<file path="src/rtl/uc_mc_if.sv">
// Control-unit bus: the instruction/cache-status inputs from the datapath side
// and the registered decode controls going back to the datapath and caches.
// master = datapath/caches side, slave = control unit.
interface uc_mc_if #(
    parameter int INSTR_W = 32
);
    logic [INSTR_W-1:0] instr;
    logic               instr_valid;
    logic               iCacheMiss;
    logic               dCacheMiss;

    logic [1:0]         MuxB;
    logic               MuxD;
    logic               MuxAddrB;
    logic               RF_wrd;
    logic [1:0]         DC_rd_wr;
    logic               DC_we;
    logic               IC_we;
    logic [1:0]         MuxPc;
    logic               stall;
    logic               illegal;

    modport master (
        output instr, instr_valid, iCacheMiss, dCacheMiss,
        input  MuxB, MuxD, MuxAddrB, RF_wrd, DC_rd_wr, DC_we, IC_we,
               MuxPc, stall, illegal
    );

    modport slave (
        input  instr, instr_valid, iCacheMiss, dCacheMiss,
        output MuxB, MuxD, MuxAddrB, RF_wrd, DC_rd_wr, DC_we, IC_we,
               MuxPc, stall, illegal
    );
endinterface

</file>
<file path="src/rtl/uc_mc.sv">
// uc_mc: stall-aware processor control unit.
// Decodes the 7-bit opcode into registered datapath selects and write strobes,
// and sequences multi-cycle MUL plus instruction/data cache-miss stalls.
// Optional build macro UC_TRAP_EN: when defined, an unknown opcode locks the
// unit in a TRAP state (stall and illegal held) until reset; otherwise the
// opcode gives a one-cycle illegal pulse and executes as a NOP.
module uc_mc #(
    parameter int INSTR_W = 32,
    parameter int OPC_LSB = 25,
    parameter int MUL_LAT = 4
) (
    input  logic   clk,
    input  logic   reset,
    uc_mc_if.slave bus
);

    localparam logic [6:0] OP_ADD = 7'b0000000;
    localparam logic [6:0] OP_SUB = 7'b0000001;
    localparam logic [6:0] OP_MUL = 7'b0000010;
    localparam logic [6:0] OP_LDB = 7'b0010000;
    localparam logic [6:0] OP_LDW = 7'b0010001;
    localparam logic [6:0] OP_STB = 7'b0010010;
    localparam logic [6:0] OP_STW = 7'b0010011;
    localparam logic [6:0] OP_BEQ = 7'b0110000;
    localparam logic [6:0] OP_JMP = 7'b0110001;

    // Counter is loaded with the remaining MUL cycles after the decode cycle.
    localparam logic [3:0] MUL_CNT_INIT = 4'(MUL_LAT - 1);

`ifdef UC_TRAP_EN
    typedef enum logic [2:0] {RUN, MUL_WAIT, DMISS, IMISS, TRAP} state_t;
`else
    typedef enum logic [1:0] {RUN, MUL_WAIT, DMISS, IMISS} state_t;
`endif

    state_t     state_reg;
    logic [3:0] cnt_reg;

    logic [1:0] mux_b_reg;
    logic       mux_d_reg;
    logic       mux_addr_b_reg;
    logic       rf_wrd_reg;
    logic [1:0] dc_rd_wr_reg;
    logic       dc_we_reg;
    logic       ic_we_reg;
    logic [1:0] mux_pc_reg;
    logic       stall_reg;
    logic       illegal_reg;

    logic [6:0] opc;
    logic       is_ldst;
    logic       unused_instr_bits;

    assign opc     = bus.instr[OPC_LSB+6:OPC_LSB];
    // LDB/LDW/STB/STW share opcode prefix 00100; bit 1 separates store from load.
    assign is_ldst = bus.instr_valid && (opc[6:2] == 5'b00100);
    // Non-opcode instruction fields belong to the datapath, not to this unit.
    assign unused_instr_bits = ^bus.instr;

    // Control FSM: state, MUL counter and every registered output in one block.
    always_ff @(posedge clk) begin
        if (reset) begin
            state_reg      <= RUN;
            cnt_reg        <= 4'd0;
            mux_b_reg      <= 2'b00;
            mux_d_reg      <= 1'b0;
            mux_addr_b_reg <= 1'b0;
            rf_wrd_reg     <= 1'b0;
            dc_rd_wr_reg   <= 2'b00;
            dc_we_reg      <= 1'b0;
            ic_we_reg      <= 1'b0;
            mux_pc_reg     <= 2'b00;
            stall_reg      <= 1'b0;
            illegal_reg    <= 1'b0;
        end else begin
            // Strobes are single-cycle unless a state explicitly re-asserts them.
            rf_wrd_reg  <= 1'b0;
            dc_we_reg   <= 1'b0;
            ic_we_reg   <= 1'b0;
            illegal_reg <= 1'b0;

            case (state_reg)
                RUN: begin
                    mux_b_reg      <= 2'b00;
                    mux_d_reg      <= 1'b0;
                    mux_addr_b_reg <= 1'b0;
                    dc_rd_wr_reg   <= 2'b00;
                    stall_reg      <= 1'b0;
                    mux_pc_reg     <= 2'b00;

                    if (is_ldst && bus.dCacheMiss) begin
                        // Selects for the pending access are set now and held
                        // through the miss; mux_d_reg later says load vs store.
                        state_reg      <= DMISS;
                        mux_b_reg      <= 2'b01;
                        mux_d_reg      <= ~opc[1];
                        mux_addr_b_reg <= opc[1];
                        dc_rd_wr_reg   <= opc[1:0];
                        stall_reg      <= 1'b1;
                        mux_pc_reg     <= 2'b11;
                    end else if (bus.iCacheMiss) begin
                        state_reg  <= IMISS;
                        stall_reg  <= 1'b1;
                        mux_pc_reg <= 2'b11;
                    end else if (!bus.instr_valid) begin
                        mux_pc_reg <= 2'b11;
                    end else begin
                        case (opc)
                            OP_ADD, OP_SUB: rf_wrd_reg <= 1'b1;
                            OP_MUL: begin
                                if (MUL_LAT == 1) begin
                                    rf_wrd_reg <= 1'b1;
                                end else begin
                                    state_reg  <= MUL_WAIT;
                                    cnt_reg    <= MUL_CNT_INIT;
                                    stall_reg  <= 1'b1;
                                    mux_pc_reg <= 2'b11;
                                end
                            end
                            OP_LDB, OP_LDW: begin
                                mux_b_reg    <= 2'b01;
                                mux_d_reg    <= 1'b1;
                                dc_rd_wr_reg <= opc[1:0];
                                rf_wrd_reg   <= 1'b1;
                            end
                            OP_STB, OP_STW: begin
                                mux_b_reg      <= 2'b01;
                                mux_addr_b_reg <= 1'b1;
                                dc_rd_wr_reg   <= opc[1:0];
                                dc_we_reg      <= 1'b1;
                            end
                            OP_BEQ: mux_pc_reg <= 2'b01;
                            OP_JMP: begin
                                mux_pc_reg <= 2'b10;
                                mux_b_reg  <= 2'b10;
                            end
                            default: begin
                                illegal_reg <= 1'b1;
`ifdef UC_TRAP_EN
                                state_reg   <= TRAP;
                                stall_reg   <= 1'b1;
                                mux_pc_reg  <= 2'b11;
`endif
                            end
                        endcase
                    end
                end

                MUL_WAIT: begin
                    // Cache misses are deliberately not looked at here.
                    if (cnt_reg == 4'd1) begin
                        cnt_reg    <= 4'd0;
                        rf_wrd_reg <= 1'b1;
                        stall_reg  <= 1'b0;
                        mux_pc_reg <= 2'b00;
                        state_reg  <= RUN;
                    end else begin
                        cnt_reg <= cnt_reg - 4'd1;
                    end
                end

                DMISS: begin
                    if (!bus.dCacheMiss) begin
                        rf_wrd_reg <= mux_d_reg;
                        dc_we_reg  <= ~mux_d_reg;
                        stall_reg  <= 1'b0;
                        mux_pc_reg <= 2'b00;
                        state_reg  <= bus.iCacheMiss ? IMISS : RUN;
                    end
                end

                IMISS: begin
                    mux_b_reg      <= 2'b00;
                    mux_d_reg      <= 1'b0;
                    mux_addr_b_reg <= 1'b0;
                    dc_rd_wr_reg   <= 2'b00;
                    stall_reg      <= 1'b1;
                    mux_pc_reg     <= 2'b11;
                    // Fill write happens while still stalled; RUN resumes after.
                    if (!bus.iCacheMiss) begin
                        ic_we_reg <= 1'b1;
                        state_reg <= RUN;
                    end
                end

`ifdef UC_TRAP_EN
                TRAP: begin
                    illegal_reg <= 1'b1;
                    stall_reg   <= 1'b1;
                    mux_pc_reg  <= 2'b11;
                end
`endif

                default: state_reg <= RUN;
            endcase
        end
    end

    assign bus.MuxB     = mux_b_reg;
    assign bus.MuxD     = mux_d_reg;
    assign bus.MuxAddrB = mux_addr_b_reg;
    assign bus.RF_wrd   = rf_wrd_reg;
    assign bus.DC_rd_wr = dc_rd_wr_reg;
    assign bus.DC_we    = dc_we_reg;
    assign bus.IC_we    = ic_we_reg;
    assign bus.MuxPc    = mux_pc_reg;
    assign bus.stall    = stall_reg;
    assign bus.illegal  = illegal_reg;

endmodule

</file>
<file path="src/flat_wrapper.sv">
// flat-port wrapper written by rule: the top's interface ports become plain ports
module uc_mc_flat 
#(
    parameter int INSTR_W = 32,
    parameter int OPC_LSB = 25,
    parameter int MUL_LAT = 4
)
  (clk, reset, bus_instr, bus_instr_valid, bus_iCacheMiss, bus_dCacheMiss, bus_MuxB, bus_MuxD, bus_MuxAddrB, bus_RF_wrd, bus_DC_rd_wr, bus_DC_we, bus_IC_we, bus_MuxPc, bus_stall, bus_illegal);
  uc_mc_if #(.INSTR_W(INSTR_W)) bus_i ();
  input  logic clk;
  input  logic reset;
  input wire logic [$bits(bus_i.instr)-1:0] bus_instr;
  input wire logic [$bits(bus_i.instr_valid)-1:0] bus_instr_valid;
  input wire logic [$bits(bus_i.iCacheMiss)-1:0] bus_iCacheMiss;
  input wire logic [$bits(bus_i.dCacheMiss)-1:0] bus_dCacheMiss;
  output wire logic [$bits(bus_i.MuxB)-1:0] bus_MuxB;
  output wire logic [$bits(bus_i.MuxD)-1:0] bus_MuxD;
  output wire logic [$bits(bus_i.MuxAddrB)-1:0] bus_MuxAddrB;
  output wire logic [$bits(bus_i.RF_wrd)-1:0] bus_RF_wrd;
  output wire logic [$bits(bus_i.DC_rd_wr)-1:0] bus_DC_rd_wr;
  output wire logic [$bits(bus_i.DC_we)-1:0] bus_DC_we;
  output wire logic [$bits(bus_i.IC_we)-1:0] bus_IC_we;
  output wire logic [$bits(bus_i.MuxPc)-1:0] bus_MuxPc;
  output wire logic [$bits(bus_i.stall)-1:0] bus_stall;
  output wire logic [$bits(bus_i.illegal)-1:0] bus_illegal;
  assign bus_i.instr = bus_instr;
  assign bus_i.instr_valid = bus_instr_valid;
  assign bus_i.iCacheMiss = bus_iCacheMiss;
  assign bus_i.dCacheMiss = bus_dCacheMiss;
  assign bus_MuxB = bus_i.MuxB;
  assign bus_MuxD = bus_i.MuxD;
  assign bus_MuxAddrB = bus_i.MuxAddrB;
  assign bus_RF_wrd = bus_i.RF_wrd;
  assign bus_DC_rd_wr = bus_i.DC_rd_wr;
  assign bus_DC_we = bus_i.DC_we;
  assign bus_IC_we = bus_i.IC_we;
  assign bus_MuxPc = bus_i.MuxPc;
  assign bus_stall = bus_i.stall;
  assign bus_illegal = bus_i.illegal;
  uc_mc #(.INSTR_W(INSTR_W), .OPC_LSB(OPC_LSB), .MUL_LAT(MUL_LAT)) u_core (.clk(clk), .reset(reset), .bus(bus_i));
endmodule
</file>
<file path="config.mk">
export PLATFORM = sky130hd
export DESIGN_NAME = uc_mc_flat
export DESIGN_NICKNAME = d
export VERILOG_FILES = /design/src/rtl/uc_mc_if.sv /design/src/rtl/uc_mc.sv /design/src/flat_wrapper.sv
export SDC_FILE = /design/constraint.sdc
export NUM_CORES = 1
export LEC_CHECK = 0
export BUFFER_PORTS_ARGS = -buffer_cell sky130_fd_sc_hd__buf_4
export CAP_MARGIN = 20
export CORE_MARGIN = 2
export CORE_UTILIZATION = 31
export DETAILED_ROUTE_END_ITERATION = 7
export HOLD_SLACK_MARGIN = 0.08
export SYNTH_ARGS = -nofsm -noshare
export SYNTH_HDL_FRONTEND = slang
export SYNTH_SLANG_ARGS = --single-unit
</file>
<file path="constraint.sdc">
create_clock -name clk -period 1.8 [get_ports clk]
set_clock_uncertainty 0.05 [all_clocks]
set_input_delay 0.09 -clock clk [delete_from_list [all_inputs] [get_ports clk]]
set_output_delay 0.09 -clock clk [all_outputs]
set_load 0.03 [all_outputs]
</file>
* Yosys cells after proc, flatten, opt, wreduce, memory -nomap -nowiden
Cells that the tools add are included.
Word-level totals: register bits after elaboration 19, bits of input ports 37, logic and storage cells 116, output and inout port bits 13
Operators by class: equality and inequality tests 22, add/subtract/negate cells 1, reduce and logical (&&, ||, !) cells 16, bitwise logic cells 5, multiplexer cells 60
Operators with widths (number):
- $mux 2 | 19
- $eq 7x5->1 const B | 4
- $mux 1 | 24
- $mux 4 | 5
- $pmux 2 s4 | 2
- $eq 7x6->1 const B | 2
- $ne 2x2->1 const B | 6
- $pmux 2 s2 | 3
- $reduce_and 5->1 | 2
- $reduce_or 9->1 | 1
- $ne 4x3->1 const B | 2
- $pmux 4 s2 | 1
- $reduce_or 4->1 | 2
- $eq 7x1->1 const B | 1
- $eq 7x2->1 const B | 1
- $logic_not 7->1 | 1
- $pmux 1 s2 | 3
- $pmux 2 s3 | 1
- $reduce_or 2->1 | 3
- $eq 5x3->1 const B | 1
- $not 1->1 | 5
- $reduce_or 5->1 | 1
- $eq 2x2->1 const B | 2
- $eq 4x1->1 const B | 1
- other kinds (9) | 11

* Depth between registers and ports, before layout
Gate-level depths: netlist of run 1.
word-level depth 7, gate-level depth with buffers 6, depth with buffers taken out 6

* Worst setup path after synthesis of run 1
OpenSTA, ideal clock, no wires.
kind flip-flop to flip-flop, start reg u_core.state_reg[1], end reg u_core.mux_d_reg (netlist: u_core.bus.MuxD), slack 0.097 ns, cell stages (with the launch flop) 6, path buffers 1, library setup time 0.070 ns, data required time 1.680 ns, clock period less this slack 1.703 ns, data arrival time 1.583 ns, cell sequence dfxtp_1 > inv_1 > ha_1 > clkdlybuf4s18_2 > or4b_1 > a21oi_1
On the way: longest elaborated chain between the ends 2, elaborated cells on any way between the ends 4, those cells by class 1 x eq/ne; 1 x mux; 2 x reduce/logical
Ends and longest elaborated chain:
- start, declared | line uc_mc.sv:36 | state_t state_reg;
- start signal, assigned | line uc_mc.sv:168 | state_reg <= bus.iCacheMiss ? IMISS : RUN;
- $eq 2x2->1 or $logic_not 2->1 (tied branches) | line uc_mc.sv:82 | case (state_reg)
- $pmux 1 s2 or $reduce_bool 2->1 (tied branches)
- end signal, assigned | line uc_mc.sv:96 | mux_d_reg <= ~opc[1];
- end, declared | line uc_mc.sv:40 | logic mux_d_reg;
Parallel ways exist; a longest one is shown, timed or not. A chain may end at the register's enable or synchronous reset.

* Worst setup path after layout of run 1
start reg u_core.state_reg[1], end reg u_core.cnt_reg[2]
On the way: longest elaborated chain between the ends 3, elaborated cells on any way between the ends 9, those cells by class 5 x eq/ne; 1 x mux; 3 x reduce/logical
Ends and longest elaborated chain:
- $logic_not 2->1 or $eq 2x1->1 (tied branches) | line uc_mc.sv:82
- $ne 2x2->1 (no line) or $reduce_bool 2->1 (tied branches)
- $reduce_and 5->1 (no line)
- end signal, assigned | line uc_mc.sv:158 | cnt_reg <= cnt_reg - 4'd1;
- end, declared | line uc_mc.sv:37 | logic [3:0] cnt_reg;
Parallel ways exist; a longest one is shown, timed or not.

==> results of run 1 <==
==> per-stage QoR <==
stage | hold slack, ns | instances | util (%)
final | 0.113 | 216 | 45.3
after global routing | 0.104 | 216 | 45.3
after CTS | 0.107 | 213 | 43.8
after detailed placement | 0.268 | 202 | 40.9
after global placement | 0.269 | 202 | 40.9
after floorplan | 0.118 | 125 | -
==> layout make-up <==
class                           instances  area share, %
Timing Repair Buffer                   44           23.0
Sequential cell                        19           25.4
Inverter                               11           2.73
Tap cell                               46           3.81
Clock buffer                            4           1.74
Multi-Input combinational cell         92           43.3
==> worst max path at each step <==
stage	startpoint	to	cells past startpoint
floorplan	u_core.state_reg[1]	u_core.bus.MuxD	5
global placement	u_core.state_reg[1]	u_core.bus.MuxPc[1]	6
detailed placement	u_core.state_reg[1]	u_core.bus.DC_rd_wr[1]	7
CTS	u_core.state_reg[1]	u_core.bus.MuxPc[1]	6
global route	u_core.state_reg[0]	u_core.bus.MuxPc[1]	6
finish	u_core.state_reg[1]	u_core.cnt_reg[2]	7
==> worst max-delay path: stages (launching register included) <==
cell,delay (ns)
dfxtp_2,0.36
inv_1,0.09
buf_4,0.12
ha_1,0.21
inv_1,0.12
a31o_4,0.26
and3_1,0.17
a31o_2,0.20
==> kinds of logic (layout without fill, tap and decap cells) <==
logic type / after synthesis / in the layout / synth area share, %
flops: 19 / 19 / 35.1
buf+inv: 14 / 59 / 6.47
simple gates: 47 / 47 / 25.0
fa+ha+maj: 7 / 7 / 8.09
compound gates: 38 / 38 / 25.3
==> layer usage <==
metal | global-route usage (%) | share of wire, % | vias to the layer above
met1 | 17.7 | 45 | 509
met4 | 3.33 | 0.99 | 0
li1 | - | - | 561
met5 | 0 | 0 | -
met3 | 3.93 | 4.9 | 4
met2 | 24.6 | 49 | 33
==> cell usage after synthesis (all sizes together), types with 2 or more instances <==
library cell and number:
nand3 5, and2 3, nand4 2, a211oi 4
inv 11, nand2 8, a21oi 7, dfxtp 19
nor3 4, or3 2, a32oi 2, o21ai 5
a22oi 2, nand2b 2, o211ai 3, nor2b 3
a311oi 2, a31o 2, nor4 3, buf 2
nand3b 2, ha 7, nor2 8, a21o 2
==> repair_timing <==
item / CTS / global route
resized for setup: 0 / 7
setup buffers: 0 / 3
hold endpoints to repair: 13 / 0
endpoints found under the setup margin: 0 / 14
hold buffers: 7 / 0
==> power breakdown <==
| group | internal [mW] | switching, mW |
|---|---|---|
| Sequential | 0.504 | 0.0598 |
| Clock | 0.0864 | 0.129 |
| Combinational | 0.499 | 0.544 |
| Total | 1.09 | 0.733 |
==> reports/qor.txt, run 1 <==
status -> complete, no violations
core box area -> 0.00334 mm^2
vias post-DR -> 1107
Mapped Area -> 0.00108 mm^2
Power Density -> 1210 mW/mm^2
vias in the first global route -> 1031
leakage power -> 0.649 nW
most common library cell in the layout ignoring fill and taps -> buf_4
TritonCTS sink count -> 19
fin nets -> 215
Multi-input gate area -> 654 um^2
DR DRC count -> 0
highest-count cells in the layout ignoring fill and taps -> buf_4, dfxtp_1, inv_1, nand2_1
largest area contributor in the netlist -> dfxtp_1
P&R area growth vs syn -> 39.5%
# diodes -> 0
startpoint types -> flip-flop
final instance area -> 0.00151 mm^2
worst path arrival time -> 1.84 ns
CTS clk-pin slew, worst paths -> 0.10 ns
Largest register FFs -> 4
Reg area -> 383 um^2
routed wire length per instance -> 12.7 um
final setup violation count -> 0
critical path type -> flip-flop to flip-flop
Yosys warnings -> 0
WL final -> 2.74 mm
Routed Antenna Nets -> 0
detailed placer's ending HPWL -> 2.13 mm
fmax -> 594 MHz
worst-path fanout max -> 8
top cells by area, synth -> dfxtp_1, ha_1, inv_1
peak supply drop -> 0.000590 V
origin of the critical flop-to-flop path -> u_core.state_reg[1]
FFs w/ async S/R, synth -> 0%
CTS root buf -> clkbuf_4
Hold EP -> u_core.bus.illegal
Slew Limit Fails -> 0
PortBufs -> 24
Hold Vio Cnt, Final -> 0
TritonCTS clock tree -> built
reg2reg end -> u_core.cnt_reg[2]
syn_area_per_cell -> 8.66 um^2
placed cell area -> 0.00137 mm^2
global-route wire length before repair -> 4.62 mm
Initial Util -> 32.4%
ratio of cells with drive above 1 in the final layout -> 28.8%
Core Rows -> 21
Post-synth top flop -> dfxtp_1
H-tree Lvls -> 1
CP Capture Type -> flip-flop
fin crit share -> 93.5%
DIE AREA -> 0.00398 mm^2
Netlist cell types -> 42
Syn Nets -> 169
via/cell ratio -> 5.13
max_cap viols -> 0
worst reg-to-reg path cell count -> 7
initial antenna violation count -> 0
pin count of the biggest net entering global routing -> 21
TritonCTS Buffers -> 3
required time worst endpoint -> 1.95 ns
Die Y -> 63.1 um
DR pass1 iterations -> 4
GRT overflow -> 0
power consumption -> 1.82 mW
Seq/Total Area, Yosys -> 35.1%
hold_sp -> bus_instr[30]
Worst Hold Class -> input pin to flip-flop
Cells after Synth -> 125
Worst slew margin -> 73.7%
GP Congestion -> 0.788
hold depth -> 3
setup tns final -> 0 ns
RSZ-0062 raised after global routing -> no
#FFs+latches synth -> 19
maximum clock path buffer count -> 2
IO Pins -> 50
Filler cells -> 350
final worst slack -> 0.116 ns
clock latency on the worst-skew pair -> 0.30 ns
EDFF count, synth -> 0
Global Route Usage Sum -> 14.3%
fin crit period -> 1.68 ns
Iter 0 DRT Violations -> 60
R2R Setup Slk -> 0.12 ns
Worst Tran Pin Value -> 0.391 ns
chip width -> 63.1 um
dpl ws -> 0.0291 ns
Yosys top cell area share -> 35.1%
No activity file was read; power rests on OpenSTA's default activity.
==> inputs of run 2 (changes only) <==
- BUFFER_PORTS_ARGS: -buffer_cell sky130_fd_sc_hd__buf_4 -> -buffer_cell sky130_fd_sc_hd__buf_2
- CTS_CLUSTER_DIAMETER: not set -> 120
- REMOVE_ABC_BUFFERS: not set -> 1
==> reports/qor.txt, run 2 (synthesis results as in run 1) <==
Worst Hold Class -> input pin to flip-flop (unchanged)
TritonCTS Buffers -> 3 (unchanged)
fin crit share -> 94.0% (was 93.5%)
sequential power share -> 32.8% (was 30.9%)
hold slack -> 0.104 ns (was 0.113 ns)
DR pass1 iterations -> 4 (unchanged)
global-route wire length before repair -> 4.55 mm (was 4.62 mm)
Setup Buffers After CTS -> 0 (unchanged)
IO Pins -> 50 (unchanged)
TritonCTS sink count -> 19 (unchanged)
Iter 0 DRT Violations -> 16 (was 60)
clock latency on the worst-skew pair -> 0.30 ns (about the same)
max_cap viols -> 0 (unchanged)
CTS clk-pin slew, worst paths -> 0.12 ns (was 0.10 ns)
Net Sw Power -> 0.725 mW (was 0.733 mW)
Core Rows -> 21 (unchanged)
startpoint types -> input pin (was flip-flop)
placed cell area -> 0.00130 mm^2 (was 0.00137 mm^2)
ratio of cells with drive above 1 in the final layout -> 27.0% (was 28.8%)
internal power -> 0.980 mW (was 1.09 mW)
H-tree Lvls -> 1 (unchanged)
Global Route Usage Sum -> 14.3% (about the same)
via/cell ratio -> 5.33 (was 5.13)
status -> complete, no violations (unchanged)
detailed placer's ending HPWL -> 2.04 mm (was 2.13 mm)
clock power share -> 13.3% (was 11.8%)
origin of the critical flop-to-flop path -> u_core.state_reg[0] (was u_core.state_reg[1])
PortBufs -> 24 (unchanged)
hold depth -> 3 (unchanged)
Hold Vio Cnt, Final -> 0 (unchanged)
chip width -> 63.1 um (unchanged)
worst-path fanout max -> 8 (unchanged)
Largest register FFs -> 4 (unchanged)
TritonCTS clock tree -> built (unchanged)
sw frac -> 42.5% (was 40.2%)
GP Congestion -> 0.818 (was 0.788)
core box area -> 0.00334 mm^2 (unchanged)
final worst slack -> 0.108 ns (was 0.116 ns)
Power Density -> 1240 mW/mm^2 (was 1210 mW/mm^2)
CTS root buf -> clkbuf_4 (unchanged)
DIE AREA -> 0.00398 mm^2 (unchanged)
Placed Cells -> 201 (was 202)
highest-count cells in the layout ignoring fill and taps -> buf_2, dfxtp_1, inv_1, buf_4, nand2_1 (was buf_4, dfxtp_1, inv_1, nand2_1)
final instance area -> 0.00138 mm^2 (was 0.00151 mm^2)
reg2reg end -> u_core.cnt_reg[2] (unchanged)
hold_sp -> bus_instr[30] (unchanged)
final setup violation count -> 0 (unchanged)
fmax -> 591 MHz (was 594 MHz)
CP Capture Type -> flip-flop (unchanged)
worst path arrival time -> 1.87 ns (was 1.84 ns)
GRT overflow -> 0 (unchanged)
combinational share of power -> 53.9% (was 57.2%)
most common library cell in the layout ignoring fill and taps -> buf_2 (was buf_4)
P&R area growth vs syn -> 27.1% (was 39.5%)
Routed Antenna Nets -> 0 (unchanged)
vias post-DR -> 1113 (was 1107)
Die Y -> 63.1 um (unchanged)
# diodes -> 0 (unchanged)
Worst slew margin -> 74.8% (was 73.7%)
Slew Limit Fails -> 0 (unchanged)
setup tns final -> 0 ns (unchanged)
Hold EP -> u_core.bus.illegal (unchanged)
fin crit period -> 1.69 ns (was 1.68 ns)
DR DRC count -> 0 (unchanged)
routed wire length per instance -> 12.8 um (was 12.7 um)
critical path type -> input pin to flip-flop (was flip-flop to flip-flop)
dpl ws -> 0.0528 ns (was 0.0291 ns)
worst reg-to-reg path cell count -> 7 (unchanged)
Initial Util -> 32.4% (unchanged)
power consumption -> 1.70 mW (was 1.82 mW)
maximum clock path buffer count -> 2 (unchanged)
CP startpoint -> bus_instr[26] (was u_core.state_reg[1])
fin nets -> 208 (was 215)
Filler cells -> 350 (unchanged)
WL final -> 2.68 mm (was 2.74 mm)
pin count of the biggest net entering global routing -> 21 (unchanged)
fin cells -> 209 (was 216)
vias in the first global route -> 1043 (was 1031)
required time worst endpoint -> 1.97 ns (was 1.95 ns)
initial antenna violation count -> 0 (unchanged)
R2R Setup Slk -> 0.11 ns (was 0.12 ns)
Worst Tran Pin Value -> 0.378 ns (was 0.391 ns)
peak supply drop -> 0.000453 V (was 0.000590 V)
leakage power -> 0.603 nW (was 0.649 nW)
final core occ -> 41.2% (was 45.3%)
[run 2: worst max path at each step]
stage,endpoint,slack [ns],cells past startpoint
floorplan,u_core.bus.MuxPc[1],0.16,6
global placement,u_core.state_reg[0],0.07,7
detailed placement,u_core.state_reg[0],0.05,7
CTS,u_core.state_reg[0],0.02,7
global route,u_core.bus.MuxPc[0],-0.03,5
finish,u_core.state_reg[0],0.11,6
[run 2: layer usage]
metal / routed length, um / GRT usage, % / up-vias
li1: - / - / 546
met1: 1190 / 17.2 / 522
met2: 1340 / 25.8 / 35
met3: 96 / 2.32 / 10
met4: 49 / 4.17 / 0
met5: 0 / 0 / -
[run 2: layout make-up]
| cell class | instances | area (um^2) | area share, % |
|---|---|---|---|
| multi-input cells | 92 | 638 | 46.4 |
| inverters | 11 | 41.3 | 3.00 |
| well taps | 46 | 57.6 | 4.19 |
| flip-flops and latches | 19 | 383 | 27.8 |
| clock inverters | 1 | 5.00 | 0.364 |
| repair buffers | 37 | 228 | 16.6 |
| clock buffers | 3 | 22.5 | 1.64 |
[run 2: worst max-delay path: stages]
cell,delay (ns)
dlygate4sd3_1,0.51
buf_2,0.17
nor3b_1,0.35
o211ai_1,0.19
a211o_1,0.34
a211oi_1,0.21
[run 2: what timing repair did]
item,CTS,global route
endpoints found under the setup margin,0,6
endpoints found under the hold margin,4,0
hold buffers,4,0
resized for setup,0,4
[run 2: power groups by stage]
stage          Combinational (mW)  Clock (mW)  Sequential, mW
2_1_floorplan               0.510           0           0.623
3_3_place_gp                0.876           0           0.561
3_5_place_dp                0.892           0           0.565
4_1_cts                     0.906       0.235           0.555
5_1_grt                      1.03       0.245           0.569
6_report                    0.920       0.226           0.559
